$ cat config.mk
export PLATFORM = sky130hd
export DESIGN_NAME = seven_segment_display
export DESIGN_NICKNAME = d
export VERILOG_FILES = /design/src/rtl/seven_segment_display.sv
export SDC_FILE = /design/constraint.sdc
export NUM_CORES = 1
export LEC_CHECK = 0
export CAP_MARGIN = 20
export CORE_MARGIN = 4
export CORE_UTILIZATION = 46
export DETAILED_ROUTE_END_ITERATION = 6
export PLACE_DENSITY = 0.79
export SYNTH_ARGS = -nofsm -noshare
export SYNTH_HDL_FRONTEND = slang
export SYNTH_SLANG_ARGS = --single-unit
$ cat constraint.sdc
create_clock -name clk -period 2.88 [get_ports clk]
set_input_delay 0.72 -clock clk [delete_from_list [all_inputs] [get_ports clk]]
set_output_delay 0.72 -clock clk [all_outputs]
set_load 0.01 [all_outputs]
$ cat src/rtl/seven_segment_display.sv
// Time-multiplexed driver for the 5-digit parking display: digits 0-3 show the four
// section counts, digit 4 shows how many sections are full. Define SEG_ACTIVE_LOW_EN
// for common-anode boards (segment and digit-select outputs inverted).
module seven_segment_display #(
  parameter int REFRESH_CYCLES = 4
) (
  input  logic        clk,
  input  logic        rst_n,
  input  logic [11:0] s1a,
  output logic [7:0]  set_Data,
  output logic [4:0]  see_sel
);

  // A 1-bit prescaler still works when REFRESH_CYCLES is 1: it simply stays at its last value.
  localparam int              PRESC_W    = (REFRESH_CYCLES > 1) ? $clog2(REFRESH_CYCLES) : 1;
  localparam logic [PRESC_W-1:0] PRESC_LAST = PRESC_W'(REFRESH_CYCLES - 1);
  localparam logic [2:0]      LAST_DIGIT = 3'd4;

`ifdef SEG_ACTIVE_LOW_EN
  localparam logic [7:0] SEG_INV = 8'hFF;
  localparam logic [4:0] SEL_INV = 5'b11111;
`else
  localparam logic [7:0] SEG_INV = 8'h00;
  localparam logic [4:0] SEL_INV = 5'b00000;
`endif

  function automatic logic [7:0] encode(input logic [2:0] value);
    logic [7:0] seg;
    case (value)
      3'd0:    seg = 8'h3F;
      3'd1:    seg = 8'h06;
      3'd2:    seg = 8'h5B;
      3'd3:    seg = 8'h4F;
      3'd4:    seg = 8'h66;
      3'd5:    seg = 8'h6D;
      3'd6:    seg = 8'h7D;
      3'd7:    seg = 8'h07;
      default: seg = 8'h00;
    endcase
    return seg;
  endfunction

  logic [PRESC_W-1:0] presc;
  logic [2:0]         idx;
  logic [2:0]         full_cnt;
  logic [2:0]         digit_val;
  logic [4:0]         sel_onehot;

  // NOTE: every always_comb output gets a default first so no path leaves it unassigned,
  // which would otherwise infer a latch.
  always_comb begin
    full_cnt = '0;
    for (int k = 0; k < 4; k++) begin
      if (s1a[3*k +: 3] == 3'b111) full_cnt = full_cnt + 3'd1;
    end
  end

  always_comb begin
    digit_val = '0;
    case (idx)
      3'd0:    digit_val = s1a[2:0];
      3'd1:    digit_val = s1a[5:3];
      3'd2:    digit_val = s1a[8:6];
      3'd3:    digit_val = s1a[11:9];
      3'd4:    digit_val = full_cnt;
      default: digit_val = '0;
    endcase
  end

  assign sel_onehot = 5'b00001 << idx;

  // NOTE: sequential state uses non-blocking assignments so every register samples
  // pre-edge values regardless of statement order.
  always_ff @(posedge clk or negedge rst_n) begin
    if (!rst_n) begin
      presc    <= '0;
      idx      <= '0;
      set_Data <= SEG_INV;
      see_sel  <= SEL_INV;
    end else begin
      set_Data <= encode(digit_val) ^ SEG_INV;
      see_sel  <= sel_onehot ^ SEL_INV;
      if (presc == PRESC_LAST) begin
        presc <= '0;
        idx   <= (idx == LAST_DIGIT) ? 3'd0 : idx + 3'd1;
      end else begin
        presc <= presc + 1'b1;
      end
    end
  end

endmodule

; ---- Word level (Yosys, flattened, before mapping)
; Memory sizes are Yosys's and may differ from the RTL's. A register that Yosys moved wholly into a read port is not among the register bits.
; Index checks and enable logic that the tools add are counted.
[totals]
mem_count = 1
out_inout_bits = 13
mem_bits_ro = 56
wordCells = 29
register_bits = 18
[classes]
n_mux = 7
addsub = 5
shifts = 1
n_eq_ne = 9
reduce_logical = 2
[mem_list]
columns = memory, depth, width, rd, rd_clocked_by_memory_dff, wr, line
row1 = (no name shown), 8, 7, 1, 1, 0, 29  ; case (value)
[ops]
columns = cell, n
row1 = $eq A3 B3 Y1 const B, 5
row2 = $pmux W3 S5, 1
row3 = $add A3 B1 Y3 const B, 4
row4 = $mux W3, 4
row5 = $eq A3 B2 Y1 const B, 2
row6 = $shl A1 B3 Y5 const A, 1
row7 = $eq A3 B1 Y1 const B, 1
row8 = $logic_not A3 Y1, 1
row9 = $add A2 B1 Y2 const B, 1
row10 = $eq A2 B2 Y1 const B, 1
row11 = $mux W2, 1
row12 = $logic_not A1 Y1, 1
row13 = $mux W1, 1

; ---- Logic depth before layout (Yosys ltp)
; Gate-level depths: netlist of run 1.
[depth]
ltp_word = 9
depth_mapped = 11
depth_no_buf = 11

; ---- Least setup slack after synthesis of run 1
; OpenSTA, ideal clock, no wires.
[synth_path]
path_type = input to register
from = input port s1a[1]
to = register set_Data[4]
cell_stages = 9
path_slack_ns = -0.101
t_arrival_ns = 2.856
required_time_ns = 2.755
setup_time_ns = 0.125
path_cell_list = and3_1 -> ha_1 -> xor2_2 -> ha_1 -> and3_1 -> a211oi_1 -> inv_1 -> ha_1 -> mux2_4
[synth_between]
elab_chain_len = 9
[synth_lines]
columns = element, line
row1 = from (decl), 9  ; input logic [11:0] s1a,
row2 = $eq A3 B3 Y1, 54  ; if (s1a[3*k +: 3] == 3'b111) full_cnt = full_cnt + 3'd1;
row3 = $mux W1, 54
row4 = $add A3 B1 Y3, 54
row5 = $mux W3, 54
row6 = $add A3 B1 Y3, 54
row7 = $mux W3, 54
row8 = $add A3 B1 Y3, 54
row9 = $mux W3, 54
row10 = $pmux W3 S5 *, 60  ; case (idx)
row11 = to (decl), 10  ; output logic [7:0] set_Data,
; Every way passes the cells marked *; elsewhere a longest branch is shown, timed or not.
; A chain may end at the register's enable or synchronous reset.

; ---- Worst setup path in the final report of run 1
[layout_path]
from = input port s1a[5]
to = register set_Data[1]
[layout_between]
elab_chain_len = 7
[layout_lines]
columns = element, line
row1 = $eq A3 B3 Y1, 54
row2 = $mux W3, 54
row3 = $add A3 B1 Y3, 54
row4 = $mux W3, 54
row5 = $add A3 B1 Y3, 54
row6 = $mux W3, 54
row7 = $pmux W3 S5 *, 60
; Marks and branches as above.

==> flow_summary.toml, run 1 <==
[sta]
finalClockSkew_ns = 0.0115
setup_slack_ns = 0.0569
period_share_pct = 98.0
finalHoldViolCount = 0
hold_slack_ns = 0.433
setup_viol = 0
drv_slew = 0
max_freq_ghz = 0.354
tightest_slew_ns = 0.724
grt_setup_unrepaired = "false"
finalCriticalPeriod_ns = 2.82
maxSlewHeadroom_pct = 51.6

[synthesis]
synth-simple-area-share_pct = 11.4
synth_top_family_by_area = "adder cells"
ys_seq_area_share_pct = 43.7
syn_area_um2 = 973
synthMuxAreaShare_pct = 5.66
synth-edff-count = 0
syn-mean-instance-area_um2 = 11.5
synth-seq-cells = 17
ys_warn_count = 0
async_flop_share_pct = 100
synth_xor_area_share_pct = 3.47
synthFlopType = "dfrtp_1"
synth_fa_ha_area_share_pct = 19.3
synth_area_leaders = "dfrtp_1 (44%), ha_1 (19%), mux2i_1 (4.1%), inv_1 (3.5%), a22oi_1 (2.3%)"
synth_compound_area_share_pct = 11.8
netlist_instances = 85
synthesis.nets = 114
yosys.area.top_type = "dfrtp_1"
synth.distinct_cells = 28
yosysTopAreaCellShare_pct = 43.7

[drt]
drt-total-wl_um = 2080
drc = 0
vias = 753
drt-initial-drc-count = 23
post_drt_wl_per_cell_um = 13.7
firstDrtPassIters = 4
ant_nets = 0
viasPerCell = 4.95

[floorplan]
chipHeight_um = 54
initial_core_util_pct = 49.1
num_rows = 16
core_area_um2 = 1980
io_pins = 27
die-area_um2 = 2920
die_w_um = 54

[cells_and_area]
antennaDiodeCount = 0
final_cell_mix = "clkdlybuf4s50_1 (22), dfrtp_1 (17), ha_1 (14)"
areaGrowthSynthToFinish_pct = 45.2
final_core_util_pct = 71.3
nets = 155
drive_gt1_share_pct = 25.6
final_common_cell = "clkdlybuf4s50_1"
num-fill-cells = 139
fin_cells = 152

[setup_path]
slowest_stage = "clkdlybuf4s50_1"
worst-setup-path-type = "in2reg"
worstPathArrival_ns = 3.02
crit_chain = "clkdlybuf4s50_1 > nand3_2 > inv_2 > ha_4 > xor2_2 > ha_1 > and3_4 > a211oi_4 > ha_1 > or2_2"
critPathCaptureType = "register"
cp_common_cell = "ha_1"
cp.required_ns = 3.08
path_delay_family = "adder cells"
path_buf_inv = 2
cpPeakStageDelay_ns = 0.50
start_kind = "primary input"
crit_path_max_fanout = 3

[global_routing]
grt_max_degree = 18
grt_pass1_vias = 783
grtUsageMet2_pct = 28.8
antenna_found_initial = 0
use_met3_pct = 4.16
grt_pass1_wl_um = 3380
grt_use_met1_pct = 19.5
grt-ovfl-total = 0
grt_usage_pct = 16.2
grt_busiest_layer = "met2"

[place]
numPortBuffers = 25
post-place-ws_ns = -0.400
dpl.hpwl_um = 1670
place.gp.congestion = 0.862
dp.cells = 147

[cts]
clk-insertion-delay-late_ns = 0.30
clkSlewWorstSetupHoldPaths_ns = 0.11
cts_sinks = 17
cts_tree = "yes"
clockBufferDepth = 2
ctsHoldBuffers = 0
htreeDepth = 1
root_buffer = "clkbuf_4"
cts_made_buffers = 3

[status]
status = "finished clean"

[power]
power_density_nw_per_um2 = 338
power_leakage_uw = 0.000670
max-vdd-ir-drop_mv = 0.322

[min_path]
hold_path.class = "reg2reg"

[run]
maxCapViolCount = 0
==> power by group <==
part           switching, uW  internal, uW  total (uW)  leakage [uW]
logic                   40.9          55.5        96.4      0.000455
clock network           80.5          52.9         133     0.0000139
registers               1.66           246         247      0.000201
==> state kept, by name, indices dropped and copies added, names as in the netlist <==
name      count
set_Data      7
see_sel       5
idx           3
presc         2
==> cell type report <==
cell class	count	area (um2)	share of cell area, %
clock buffers	3	22.5	1.59
flip-flops and latches	17	425	30.1
multi-input cells	58	551	38.9
inverters	9	33.8	2.39
repair buffers	37	340	24.1
well taps	27	33.8	2.39
clock inverters	1	7.51	0.531
==> worst register-to-register path, delay by kind of cell (launching register included) <==
kind / cells / cell delay [ns]
flip-flops: 1 / 0.41
AND/OR/NAND/NOR: 1 / 0.30
adder cells (fa/ha/maj): 3 / 0.76
AO/OA/AOI/OAI: 3 / 0.76
==> per-layer routing <==
metal	vias up	wire, um
met4	0	14
met2	19	1130
li1	369	-
met5	-	0
met1	363	856
met3	2	79
==> repair_timing <==
item	4_1_cts	5_1_grt
endpoints found under the setup margin	4	4
setup buffers	1	0
gates resized for setup	9	1
pin swaps	3	3
==> worst paths after layout <==
kind / start / to / slack [ns] / cells past startpoint
max: s1a[5] / set_Data[1]$_DFF_PN0_ / 0.06 / 10
min: presc[0]$_DFF_PN0_ / presc[0]$_DFF_PN0_ / 0.43 / 1
max reg2reg: idx[0]$_DFFE_PN0P_ / set_Data[1]$_DFF_PN0_ / 0.56 / 7
min reg2reg: presc[0]$_DFF_PN0_ / presc[0]$_DFF_PN0_ / 0.43 / 1
max in group asynchronous: rst_n / presc[0]$_DFF_PN0_ / 1.58 / 1
min in group asynchronous: rst_n / see_sel[2]$_DFF_PN0_ / 0.84 / 1
==> metrics by stage <==
step,area (um2),setup TNS (ns),power (uW)
2_1_floorplan,978,0,288
3_3_place_gp,1340,-1.59,340
3_5_place_dp,1340,-2.13,343
4_1_cts,1410,0,478
5_1_grt,1410,0,508
6_report,1410,0,477
==> cells in the mapped netlist (2+ instances only) <==
master	number
dfrtp_1	17
ha_1	15
inv_1	9
mux2i_1	4
nand3_1	4
nor2_1	4
o21ai_0	4
a22oi_1	3
nand2_1	3
and3_1	2
nor2b_1	2
xor2_1	2
==> cell families (layout without fill, tap and decap cells) <==
group | after synthesis | in the layout
mux | 5 | 5
other cells | 1 | 1
xor+xnor | 3 | 3
simple gates | 20 | 20
compound gates | 14 | 14
buf+inv | 10 | 50
fa+ha+maj | 15 | 15
flops | 17 | 17
No activity file was read; power rests on OpenSTA's default activity.
==> run 2, diff against run 1 <==
--- a/config.mk
+++ b/config.mk
@@ -6,9 +6,12 @@
 export NUM_CORES = 1
 export LEC_CHECK = 0
 export CAP_MARGIN = 20
+export CORE_ASPECT_RATIO = 0.7
 export CORE_MARGIN = 4
 export CORE_UTILIZATION = 46
 export DETAILED_ROUTE_END_ITERATION = 6
+export GPL_TIMING_DRIVEN = 0
+export HOLD_SLACK_MARGIN = 0.06
 export PLACE_DENSITY = 0.79
 export SYNTH_ARGS = -nofsm -noshare
 export SYNTH_HDL_FRONTEND = slang
==> flow_summary.toml, run 2 (synthesized netlist as in run 1, its figures left out) <==
[global_routing]
use_met3_pct = 4.88
grt_use_met1_pct = 19.8
grt_busiest_layer = "met2"
grt_pass1_wl_um = 3380
grt_max_degree = 18
grt_pass1_vias = 707
antenna_found_initial = 0
grt_usage_pct = 15.5
grtUsageMet2_pct = 25.6
grt-ovfl-total = 0

[power]
power_leakage_uw = 0.000659
max-vdd-ir-drop_mv = 0.245
power_density_nw_per_um2 = 338

[place]
dpl.hpwl_um = 1520
place.gp.congestion = 0.815
place_area_um2 = 1260
numPortBuffers = 25

[setup_path]
slowest_stage = "clkdlybuf4s50_1"
cp.required_ns = 3.06
ff2ff_path_depth = 7
cpPeakStageDelay_ns = 0.48
r2r_slack_ns = 0.55
crit_path_max_fanout = 4
crit_start = "s1a[8]"
r2r-start = "idx[0]$_DFFE_PN0P_"
worst-setup-path-type = "in2reg"
worstPathArrival_ns = 2.87
start_kind = "primary input"
crit_end = "set_Data[1]$_DFF_PN0_"
r2r_end = "set_Data[1]$_DFF_PN0_"
critPathCaptureType = "register"
crit_chain = "clkdlybuf4s50_1 > and3_4 > nor2_1 > a21oi_2 > ha_1 > and3_4 > a211oi_4 > ha_1 > or2_2"

[min_path]
hold_path.class = "reg2reg"

[cts]
htreeDepth = 1
cts_sinks = 17
cts_tree = "yes"
cts_made_buffers = 3
clk-insertion-delay-late_ns = 0.28
clkSlewWorstSetupHoldPaths_ns = 0.09
clockBufferDepth = 2
ctsHoldBuffers = 0
root_buffer = "clkbuf_4"

[cells_and_area]
regMostFlops = "set_Data"
drive_gt1_share_pct = 22.5
final_cell_mix = "clkdlybuf4s50_1 (19), dfrtp_1 (17), ha_1 (14)"
design_area_um2 = 1370
final_common_cell = "clkdlybuf4s50_1"
areaGrowthSynthToFinish_pct = 40.4
final_core_util_pct = 70.6
num-fill-cells = 148
nets = 150
largest_register_ff_count = 7
largest_registers = "set_Data x7, see_sel x5, idx x3"
antennaDiodeCount = 0

[sta]
drv_slew = 0
maxSlewHeadroom_pct = 52.5
finalHoldViolCount = 0
setup_viol = 0
finalClockSkew_ns = 0.000702
grt_setup_unrepaired = "false"
max_freq_ghz = 0.371
tightest_slew_ns = 0.711
period_share_pct = 93.7
finalCriticalPeriod_ns = 2.70

[drt]
post_drt_wl_per_cell_um = 13.6
drc = 0
vias = 703
viasPerCell = 4.95
ant_nets = 0
firstDrtPassIters = 4
drt-initial-drc-count = 12
drt-total-wl_um = 1930

[floorplan]
die_w_um = 63.0
io_pins = 27
core_area_um2 = 1940
chipHeight_um = 46.5
num_rows = 13
die-area_um2 = 2930
initial_core_util_pct = 50.3

[status]
status = "finished clean"

[run]
maxCapViolCount = 0
==> run 2: changes by cell type in the layout (fill, tap and decap cells not counted), sizes merged <==
cell and change:
buf -5, clkbuf +1, clkdlybuf4s50 -3, clkinvlp -1, dlygate4sd2 +2, dlymetal6s2s +1
==> run 2: where the power goes <==
group          switching [uW]  total, uW  internal (uW)
Combinational            40.5       92.5           52.0
Clock                    68.4        122           53.9
Sequential               1.52        247            246
==> run 2: through the flow <==
stage	setup TNS (ns)	hold WS [ns]	setup WS (ns)	instances	power, uW
after global routing	0	0.450	0.0893	142	490
after detailed placement	-2.82	0.424	-0.566	132	333
after global placement	-2.33	0.413	-0.490	132	331
final	0	0.435	0.181	142	462
after floorplan	0	0.403	0.0665	85	288
after CTS	0	0.437	0.00267	142	469
==> run 2: worst min path at each step <==
stage,from,endpoint,depth (start not counted)
2_1_floorplan,presc[0]$_DFF_PN0_,presc[0]$_DFF_PN0_,1
3_3_place_gp,presc[0]$_DFF_PN0_,presc[0]$_DFF_PN0_,1
3_5_place_dp,presc[0]$_DFF_PN0_,presc[0]$_DFF_PN0_,1
4_1_cts,presc[0]$_DFF_PN0_,presc[0]$_DFF_PN0_,1
5_1_grt,presc[0]$_DFF_PN0_,presc[0]$_DFF_PN0_,1
6_report,presc[0]$_DFF_PN0_,presc[0]$_DFF_PN0_,1
==> run 2: layout make-up <==
cell class              instances  area, um2  area share (%)
multi-input cells              58        551            40.3
flip-flops and latches         17        425            31.1
repair buffers                 31        295            21.6
inverters                       9       33.8            2.47
well taps                      22       27.5            2.01
clock buffers                   4       26.3            1.92
plain buffers                   1       7.51           0.549
==> run 2: per-layer routing <==
layer  wire, um  part of all wire (%)  vias to the layer above
met4          0                     0                        0
met2        929                    48                       16
met3         86                   4.5                        0
met5          0                     0                        -
met1        915                    47                      328
li1           -                     -                      359
==> run 2: worst max-delay path: cells and delay by family <==
kind	cells	cell delay (ns)
AOI/OAI and AO/OA	2	0.39
buffers and inverters	1	0.48
adders and majority gates	2	0.54
and+or+nand+nor	4	0.75
==> run 2: what timing repair did <==
| action | 4_1_cts | 5_1_grt |
|---|---|---|
| setup endpoints to repair | 6 | 4 |
| gates cloned | 0 | 0 |
| pin swaps | 7 | 3 |
| buffers inserted | 6 | 0 |
| resized for setup | 12 | 2 |
